File: src/rtl/mem_port_arbiter_pkg.sv
// Shared types for the fetch/data memory port arbiter.
// Latency: n/a (types and constants only).
// Backpressure: n/a.
package mem_port_arbiter_pkg;

    localparam int CNT_W = 32;

    typedef enum logic [1:0] {
        ST_IDLE   = 2'd0,
        ST_WAIT_I = 2'd1,
        ST_WAIT_D = 2'd2,
        ST_RESP   = 2'd3
    } state_t;

    // Counter snapshot published when a report is requested.
    typedef struct packed {
        logic [7:0]       core;
        logic [CNT_W-1:0] i_grants;
        logic [CNT_W-1:0] d_grants;
        logic [CNT_W-1:0] i_wait_cycles;
    } perf_t;

endpackage

File: src/rtl/mem_port_arbiter_if.sv
// Request/response and memory-side signal bundle for mem_port_arbiter.
// Latency: n/a (wires only).
// Backpressure: level requests held until the one-cycle response pulse.
// master = arbiter side, slave = requesters + memory model.
interface mem_port_arbiter_if
    import mem_port_arbiter_pkg::*;
#(
    parameter int DATA_WIDTH   = 32,
    parameter int ADDRESS_BITS = 20
);
    logic                    i_req;
    logic [ADDRESS_BITS-1:0] i_addr;
    logic                    i_valid;
    logic [DATA_WIDTH-1:0]   i_data;
    logic                    d_load;
    logic                    d_store;
    logic [ADDRESS_BITS-1:0] d_addr;
    logic [DATA_WIDTH-1:0]   d_store_data;
    logic                    d_valid;
    logic [DATA_WIDTH-1:0]   d_data;
    logic                    mem_read;
    logic                    mem_write;
    logic [ADDRESS_BITS-1:0] mem_address;
    logic [DATA_WIDTH-1:0]   mem_write_data;
    logic [DATA_WIDTH-1:0]   mem_read_data;
    logic                    mem_valid;
    logic                    error;
    logic                    report;
    logic                    report_vld;
    perf_t                   report_dat;

    modport master (
        input  i_req, i_addr, d_load, d_store, d_addr, d_store_data,
               mem_read_data, mem_valid, report,
        output i_valid, i_data, d_valid, d_data, mem_read, mem_write,
               mem_address, mem_write_data, error, report_vld, report_dat
    );

    modport slave (
        output i_req, i_addr, d_load, d_store, d_addr, d_store_data,
               mem_read_data, mem_valid, report,
        input  i_valid, i_data, d_valid, d_data, mem_read, mem_write,
               mem_address, mem_write_data, error, report_vld, report_dat
    );

endinterface

File: src/rtl/mem_port_arbiter_sat_counter.sv
// Saturating up-counter with increment enable and synchronous clear.
// Latency: count updates one cycle after inc.
// Backpressure: none; sticks at all-ones once saturated.
module mem_port_arbiter_sat_counter #(
    parameter int WIDTH = 32
) (
    input  logic             clock,
    input  logic             clr,
    input  logic             inc,
    output logic [WIDTH-1:0] count
);

    always_ff @(posedge clock) begin
        if (clr) begin
            count <= '0;
        end else if (inc && (count != '1)) begin
            count <= count + 1'b1;
        end
    end

endmodule

File: src/rtl/mem_port_arbiter.sv
// Arbitrates one shared memory port between fetch (I) and load/store (D), one transaction at a time.
// Latency: request -> command 1 cycle -> earliest mem_valid 2 -> response pulse 3; 4 cycles per transaction minimum.
// Backpressure: requests are levels held until their response; D wins unless I has waited STARVE_LIMIT D grants.
// Ports: clock, reset (sync, active-high), bus (master modport: requesters, memory, error, report snapshot).
module mem_port_arbiter
    import mem_port_arbiter_pkg::*;
#(
    parameter int CORE         = 0,
    parameter int DATA_WIDTH   = 32,
    parameter int ADDRESS_BITS = 20,
    parameter int STARVE_LIMIT = 4,
    parameter int TIMEOUT      = 64
) (
    input  logic                clock,
    input  logic                reset,
    mem_port_arbiter_if.master  bus
);

    state_t     state;
    logic [7:0] wait_cnt;
    logic [3:0] starve_cnt;
    logic       is_store;

    logic                    d_req;
    logic                    grant_d;
    logic                    grant_i;
    logic                    mem_done;
    logic [ADDRESS_BITS-1:0] grant_addr;
    logic [DATA_WIDTH-1:0]   resp_dat;
    logic                    inc_wait;

    logic [CNT_W-1:0] i_grants;
    logic [CNT_W-1:0] d_grants;
    logic [CNT_W-1:0] i_wait_cycles;

    always_comb begin
        d_req      = bus.d_load | bus.d_store;
        grant_d    = (state == ST_IDLE) && d_req &&
                     (!bus.i_req || (starve_cnt < 4'(STARVE_LIMIT)));
        grant_i    = (state == ST_IDLE) && !grant_d && bus.i_req;
        grant_addr = grant_d ? bus.d_addr : bus.i_addr;
        // wait_cnt == 0 marks the command cycle, where mem_valid is not trusted.
        mem_done   = ((state == ST_WAIT_I) || (state == ST_WAIT_D)) && (wait_cnt != 8'd0) &&
                     (bus.mem_valid || (wait_cnt == 8'(TIMEOUT)));
        // A timeout completes with zero data.
        resp_dat   = bus.mem_valid ? bus.mem_read_data : '0;
        // In RESP, i_valid being high is what identifies the I-side response.
        inc_wait   = bus.i_req && !((state == ST_WAIT_I) || ((state == ST_RESP) && bus.i_valid));
    end

    always_ff @(posedge clock) begin
        if (reset) begin
            state              <= ST_IDLE;
            wait_cnt           <= '0;
            starve_cnt         <= '0;
            is_store           <= 1'b0;
            bus.i_valid        <= 1'b0;
            bus.i_data         <= '0;
            bus.d_valid        <= 1'b0;
            bus.d_data         <= '0;
            bus.mem_read       <= 1'b0;
            bus.mem_write      <= 1'b0;
            bus.mem_address    <= '0;
            bus.mem_write_data <= '0;
            bus.error          <= 1'b0;
            bus.report_vld     <= 1'b0;
            bus.report_dat     <= '0;
        end else begin
            bus.i_valid    <= 1'b0;
            bus.d_valid    <= 1'b0;
            bus.mem_read   <= 1'b0;
            bus.mem_write  <= 1'b0;
            bus.report_vld <= bus.report;
            if (bus.report) begin
                bus.report_dat <= '{core: 8'(CORE), i_grants: i_grants,
                                    d_grants: d_grants, i_wait_cycles: i_wait_cycles};
            end
            if (bus.d_load && bus.d_store) begin
                bus.error <= 1'b1;
            end

            case (state)
                ST_IDLE: begin
                    wait_cnt <= '0;
                    if (grant_d) begin
                        state              <= ST_WAIT_D;
                        bus.mem_address    <= grant_addr;
                        bus.mem_write_data <= bus.d_store_data;
                        // load+store together is handled as a store.
                        is_store           <= bus.d_store;
                        bus.mem_write      <= bus.d_store;
                        bus.mem_read       <= !bus.d_store;
                        starve_cnt         <= bus.i_req ? starve_cnt + 4'd1 : 4'd0;
                    end else if (grant_i) begin
                        state           <= ST_WAIT_I;
                        bus.mem_address <= grant_addr;
                        is_store        <= 1'b0;
                        bus.mem_read    <= 1'b1;
                        starve_cnt      <= '0;
                    end else begin
                        starve_cnt <= '0;
                    end
                end

                ST_WAIT_I, ST_WAIT_D: begin
                    wait_cnt <= wait_cnt + 8'd1;
                    if (mem_done) begin
                        state <= ST_RESP;
                        if (!bus.mem_valid) begin
                            bus.error <= 1'b1;
                        end
                        if (state == ST_WAIT_I) begin
                            bus.i_valid <= 1'b1;
                            bus.i_data  <= resp_dat;
                        end else begin
                            bus.d_valid <= 1'b1;
                            bus.d_data  <= is_store ? '0 : resp_dat;
                        end
                    end
                end

                default: begin
                    state <= ST_IDLE;
                end
            endcase
        end
    end

    mem_port_arbiter_sat_counter #(.WIDTH(CNT_W)) u_i_grants (
        .clock (clock), .clr (reset), .inc (grant_i), .count (i_grants)
    );

    mem_port_arbiter_sat_counter #(.WIDTH(CNT_W)) u_d_grants (
        .clock (clock), .clr (reset), .inc (grant_d), .count (d_grants)
    );

    mem_port_arbiter_sat_counter #(.WIDTH(CNT_W)) u_i_wait (
        .clock (clock), .clr (reset), .inc (inc_wait), .count (i_wait_cycles)
    );

endmodule

File: src/flat_wrapper.sv
// flat-port wrapper written by rule: the top's interface ports become plain ports
module mem_port_arbiter_flat import mem_port_arbiter_pkg::*;
#(
    parameter int CORE         = 0,
    parameter int DATA_WIDTH   = 32,
    parameter int ADDRESS_BITS = 20,
    parameter int STARVE_LIMIT = 4,
    parameter int TIMEOUT      = 64
)
  (clock, reset, bus_i_req, bus_i_addr, bus_d_load, bus_d_store, bus_d_addr, bus_d_store_data, bus_mem_read_data, bus_mem_valid, bus_report, bus_i_valid, bus_i_data, bus_d_valid, bus_d_data, bus_mem_read, bus_mem_write, bus_mem_address, bus_mem_write_data, bus_error, bus_report_vld, bus_report_dat);
  mem_port_arbiter_if #(.DATA_WIDTH(DATA_WIDTH), .ADDRESS_BITS(ADDRESS_BITS)) bus_i ();
  input  logic clock;
  input  logic reset;
  input wire logic [$bits(bus_i.i_req)-1:0] bus_i_req;
  input wire logic [$bits(bus_i.i_addr)-1:0] bus_i_addr;
  input wire logic [$bits(bus_i.d_load)-1:0] bus_d_load;
  input wire logic [$bits(bus_i.d_store)-1:0] bus_d_store;
  input wire logic [$bits(bus_i.d_addr)-1:0] bus_d_addr;
  input wire logic [$bits(bus_i.d_store_data)-1:0] bus_d_store_data;
  input wire logic [$bits(bus_i.mem_read_data)-1:0] bus_mem_read_data;
  input wire logic [$bits(bus_i.mem_valid)-1:0] bus_mem_valid;
  input wire logic [$bits(bus_i.report)-1:0] bus_report;
  output wire logic [$bits(bus_i.i_valid)-1:0] bus_i_valid;
  output wire logic [$bits(bus_i.i_data)-1:0] bus_i_data;
  output wire logic [$bits(bus_i.d_valid)-1:0] bus_d_valid;
  output wire logic [$bits(bus_i.d_data)-1:0] bus_d_data;
  output wire logic [$bits(bus_i.mem_read)-1:0] bus_mem_read;
  output wire logic [$bits(bus_i.mem_write)-1:0] bus_mem_write;
  output wire logic [$bits(bus_i.mem_address)-1:0] bus_mem_address;
  output wire logic [$bits(bus_i.mem_write_data)-1:0] bus_mem_write_data;
  output wire logic [$bits(bus_i.error)-1:0] bus_error;
  output wire logic [$bits(bus_i.report_vld)-1:0] bus_report_vld;
  output wire logic [$bits(bus_i.report_dat)-1:0] bus_report_dat;
  assign bus_i.i_req = bus_i_req;
  assign bus_i.i_addr = bus_i_addr;
  assign bus_i.d_load = bus_d_load;
  assign bus_i.d_store = bus_d_store;
  assign bus_i.d_addr = bus_d_addr;
  assign bus_i.d_store_data = bus_d_store_data;
  assign bus_i.mem_read_data = bus_mem_read_data;
  assign bus_i.mem_valid = bus_mem_valid;
  assign bus_i.report = bus_report;
  assign bus_i_valid = bus_i.i_valid;
  assign bus_i_data = bus_i.i_data;
  assign bus_d_valid = bus_i.d_valid;
  assign bus_d_data = bus_i.d_data;
  assign bus_mem_read = bus_i.mem_read;
  assign bus_mem_write = bus_i.mem_write;
  assign bus_mem_address = bus_i.mem_address;
  assign bus_mem_write_data = bus_i.mem_write_data;
  assign bus_error = bus_i.error;
  assign bus_report_vld = bus_i.report_vld;
  assign bus_report_dat = bus_i.report_dat;
  mem_port_arbiter #(.CORE(CORE), .DATA_WIDTH(DATA_WIDTH), .ADDRESS_BITS(ADDRESS_BITS), .STARVE_LIMIT(STARVE_LIMIT), .TIMEOUT(TIMEOUT)) u_core (.clock(clock), .reset(reset), .bus(bus_i));
endmodule
File: config.mk
export PLATFORM = sky130hd
export DESIGN_NAME = mem_port_arbiter_flat
export DESIGN_NICKNAME = d
export VERILOG_FILES = /design/src/rtl/mem_port_arbiter_pkg.sv /design/src/rtl/mem_port_arbiter_if.sv /design/src/rtl/mem_port_arbiter_sat_counter.sv /design/src/rtl/mem_port_arbiter.sv /design/src/flat_wrapper.sv
export SDC_FILE = /design/constraint.sdc
export NUM_CORES = 1
export LEC_CHECK = 0
export CAP_MARGIN = 10
export CORE_MARGIN = 2
export CORE_UTILIZATION = 45
export DETAILED_ROUTE_END_ITERATION = 12
export PLACE_DENSITY = 0.73
export SLEW_MARGIN = 15
export SYNTH_ARGS = -nofsm -noshare
export SYNTH_HDL_FRONTEND = slang
export SYNTH_HIERARCHICAL = 1
export SYNTH_SLANG_ARGS = --single-unit
File: constraint.sdc
create_clock -name clock -period 3.5 [get_ports clock]
set_input_delay 0.7 -clock clock [delete_from_list [all_inputs] [get_ports clock]]
set_output_delay 0.7 -clock clock [all_outputs]
set_load 0.02 [all_outputs]
==> results.rst <==
.. list-table::
   :header-rows: 1

   * - Metric
     - Value
   * - Status
     - complete, no violations
   * - Critical path peak fanout
     - 5
   * - Global placement routability congestion
     - 0.825
   * - Critical path launch point type
     - input pin
   * - Number of global-route vias before repair
     - 12,000
   * - CTS tree
     - yes
   * - Longest Clk Path Bufs
     - 3
   * - Post-route insts no fill
     - 2,294
   * - Final nets
     - 1,994
   * - ANT nets after route
     - 0
   * - Prevailing post-synth register cell
     - sky130_fd_sc_hd__dfxtp_1
   * - Per-cell via count in the routed design
     - 5.45
   * - Maximum clock skew at final layout
     - 11.2 ps
   * - Synth Register Bits
     - 329
   * - Crit path setup slack, layout
     - 653 ps
   * - Summed area of non-filler cells in the final layout
     - 0.0189 sq mm
   * - Placement-stage cell area
     - 0.0177 sq mm
   * - Number of post-CTS setup repair buffers
     - 0
   * - Layout cell share with drive strength beyond 1
     - 0.0733
   * - Clk Tree Root Cell
     - sky130_fd_sc_hd__clkbuf_16
   * - Pre-CTS WS
     - 159 ps
   * - Worst-path clk slew
     - 60 ps
   * - Largest net degree at the start of global routing
     - 95
   * - Largest cells by area after synthesis
     - sky130_fd_sc_hd__dfxtp_1 47%, sky130_fd_sc_hd__mux2i_1 9.6%, sky130_fd_sc_hd__nand2_1 5.3%, sky130_fd_sc_hd__nor2_1 4.4%, sky130_fd_sc_hd__a21oi_1 4.1%
   * - Cell Rows
     - 64
   * - Wire length per cell
     - 16.4 um
   * - Fraction of the cycle the final worst path needs
     - 0.814
   * - Initial cell density of the core
     - 0.459
   * - Die Footprint
     - 0.0328 sq mm
   * - Post-synth ARST share
     - 0
   * - CP Capture Type
     - flop
   * - Max-cap violation count
     - 0
   * - Post-CTS resize count
     - 0
   * - Worst-margin pin slew
     - 993 ps
   * - Logic depth of the worst register-to-register path
     - 10
   * - Max-Slew Margin vs Limit
     - 0.338
   * - Wire length of the first global-routing pass
     - 61.3 mm
   * - Die Height
     - 181 um
   * - Maximum clock frequency
     - 351 MHz
   * - Most common cell after layout, fill and taps aside
     - sky130_fd_sc_hd__dfxtp_1
   * - Path type of the worst setup path
     - input pin to flop
   * - Dpl cells
     - 2,231
   * - Hold path depth
     - 2
   * - Port Buf Inserts
     - 328
   * - Number of instances in the synthesized netlist
     - 1,585
   * - Detailed-routing iteration count for the pre-antenna-repair pass
     - 8
   * - Total Wirelength
     - 37.7 mm
   * - Fraction of the yosys area taken by sequential cells
     - 0.467
   * - Antenna violations before repair
     - 1
   * - Final Hold Viols
     - 0
   * - CTS Sinks
     - 329
   * - Power density relative to cell area
     - 533 mW/mm^2
   * - Combined area of all synthesized cells
     - 0.0141 sq mm
   * - Total number of H-tree levels
     - 2
   * - Hold-fix buffer count after cts
     - 0
   * - Initial drt markers
     - 707
   * - Class of the most critical hold timing path
     - flop to flop
   * - Die width
     - 181 um
   * - Max-slew violation count
     - 0
   * - Filler Cells Inserted
     - 2,634
   * - Overall global routing resource usage
     - 0.223
   * - Final critical delay including setup and external delays
     - 2850 ps
   * - DRC errors left
     - 0
   * - Synth cell types
     - 62
   * - Data arrival time of the critical path
     - 3280 ps
   * - Area share of the largest cell type after synthesis
     - 0.467
   * - Area growth, synth to finish
     - 33.9%
   * - Count of final setup violators
     - 0
   * - Multi-input logic area
     - 0.00701 sq mm
   * - Yosys warning count
     - 6
   * - Highest ir drop seen on vdd
     - 434 uV
   * - Total core area
     - 0.0307 sq mm
   * - I/O pins
     - 337
   * - Synthesized area divided by synthesized cell count
     - 8.90 sq um
   * - Post-synth top area cell
     - sky130_fd_sc_hd__dfxtp_1
   * - Overflow left after global routing
     - 0
   * - Critical path data required time
     - 3930 ps
   * - Leakage power
     - 6.73 nW
   * - Clk Latency, worst-skew pair
     - 500 ps
   * - RSZ-0062 raised after global routing
     - no
   * - Setup TNS
     - 0 ps
   * - Detailed placer's ending HPWL
     - 25.6 mm
   * - Commonest non-fill, non-tap cells in the layout
     - 329 x sky130_fd_sc_hd__dfxtp_1, 326 x sky130_fd_sc_hd__clkdlybuf4s50_1, 198 x sky130_fd_sc_hd__nand2_1, 166 x sky130_fd_sc_hd__nor2_1, 135 x sky130_fd_sc_hd__mux2i_1
   * - Register area
     - 0.00659 sq mm
   * - Vias
     - 12,500
   * - Count of flip-flops with a built-in enable after synthesis
     - 0
   * - Number of clock buffers inserted by TritonCTS
     - 37
==> final timing paths <==
path	from	to	slack, ps
worst max-delay path	bus_i_req	u_core/u_i_grants/count[29]	650
worst min-delay path	u_core/bus.mem_write_data[24]	u_core/bus.mem_write_data[24]	450
worst max register to register	u_core/state[1]	u_core/u_i_grants/count[29]	850
worst min register to register	u_core/bus.mem_write_data[24]	u_core/bus.mem_write_data[24]	450
==> flip-flops by register name (all words and copies together), names as in the netlist, 2 cells and up <==
name / cells
u_core/bus.d_data: 32
u_core/bus.mem_address: 20
u_core/u_i_grants/count: 32
u_core/starve_cnt: 4
u_core/bus.i_data: 32
u_core/u_d_grants/count: 32
u_core/state: 2
u_core/wait_cnt: 8
u_core/bus.mem_write_data: 32
u_core/u_i_wait/count: 32
u_core/bus.report_dat: 96
==> synthesized netlist by cell type, types with 4 or more instances <==
cell type	n
sky130_fd_sc_hd__dfxtp_1	329
sky130_fd_sc_hd__nand2_1	198
sky130_fd_sc_hd__nor2_1	166
sky130_fd_sc_hd__mux2i_1	135
sky130_fd_sc_hd__a21oi_1	115
sky130_fd_sc_hd__nand3_1	81
sky130_fd_sc_hd__clkbuf_1	69
sky130_fd_sc_hd__nand2b_1	41
sky130_fd_sc_hd__or3_1	38
sky130_fd_sc_hd__a21o_1	34
sky130_fd_sc_hd__o21ai_0	31
sky130_fd_sc_hd__o31ai_1	28
sky130_fd_sc_hd__or4_1	28
sky130_fd_sc_hd__nand4_1	26
sky130_fd_sc_hd__a21oi_2	20
sky130_fd_sc_hd__a311oi_1	20
sky130_fd_sc_hd__buf_1	20
sky130_fd_sc_hd__xnor2_1	16
sky130_fd_sc_hd__inv_1	14
sky130_fd_sc_hd__and3_1	13
sky130_fd_sc_hd__buf_2	13
sky130_fd_sc_hd__xor2_1	13
sky130_fd_sc_hd__and4_1	11
sky130_fd_sc_hd__nor4_1	10
sky130_fd_sc_hd__buf_4	9
sky130_fd_sc_hd__ha_1	9
sky130_fd_sc_hd__nor2b_1	9
sky130_fd_sc_hd__nor3_1	7
sky130_fd_sc_hd__and2_1	6
sky130_fd_sc_hd__nor3b_1	6
sky130_fd_sc_hd__o21ai_1	6
sky130_fd_sc_hd__buf_6	5
sky130_fd_sc_hd__o2111ai_1	5
sky130_fd_sc_hd__a2111oi_0	4
sky130_fd_sc_hd__a211oi_1	4
==> worst max-delay path, cell delays in order <==
cell and delay (ps):
sky130_fd_sc_hd__clkdlybuf4s50_1 540, sky130_fd_sc_hd__o21ai_0 230, sky130_fd_sc_hd__a21boi_0 250, sky130_fd_sc_hd__and2_1 210
sky130_fd_sc_hd__nand4_1 160, sky130_fd_sc_hd__nor4_2 320, sky130_fd_sc_hd__buf_4 200, sky130_fd_sc_hd__nand4_1 100
sky130_fd_sc_hd__or4_1 410, sky130_fd_sc_hd__a21oi_1 140
==> power by group <==
part / leakage [nW] / switching [mW] / internal (mW)
Sequential: 2.66 / 0.155 / 3.99
Combinational: 3.49 / 1.26 / 0.857
Clock: 0.580 / 1.48 / 2.32
Total: 6.73 / 2.90 / 7.17
==> final cells by class <==
| type | count | area share |
|---|---|---|
| inverters | 15 | 0.00298 |
| clock inverters | 12 | 0.00881 |
| well taps | 396 | 0.0262 |
| diodes | 1 | 0.000132 |
| flip-flops and latches | 329 | 0.349 |
| clock buffers | 50 | 0.0537 |
| repair buffers | 359 | 0.188 |
| multi-input cells | 1132 | 0.371 |
==> metal layers <==
metal	up-vias	wire length, um	track usage
li1	6166	-	-
met1	5944	15900	0.272
met2	323	17900	0.381
met3	68	3020	0.0699
met4	0	865	0.0615
met5	-	0	0
==> stage by stage <==
step | power [mW] | util | hold slack [ps]
finish | 10.1 | 0.614 | 451
global route | 10.5 | 0.614 | 473
CTS | 10.2 | 0.614 | 455
detailed placement | 6.36 | 0.576 | 447
global placement | 6.31 | 0.576 | 441
floorplan | 5.47 | - | 446
==> logic make-up (layout without fill, tap and decap cells) <==
logic type / Yosys count / count (layout) / synth area share
AND/OR/NAND/NOR: 663 / 663 / 0.233
XOR/XNOR: 29 / 29 / 0.0180
flip-flops: 329 / 329 / 0.467
multiplexers: 140 / 140 / 0.0998
AO/OA/AOI/OAI: 283 / 283 / 0.133
other: 1 / 9 / 0.000266
buffers and inverters: 131 / 436 / 0.0411
adder cells (fa/ha/maj): 9 / 9 / 0.00798
Power figures use the tool's default switching activity.
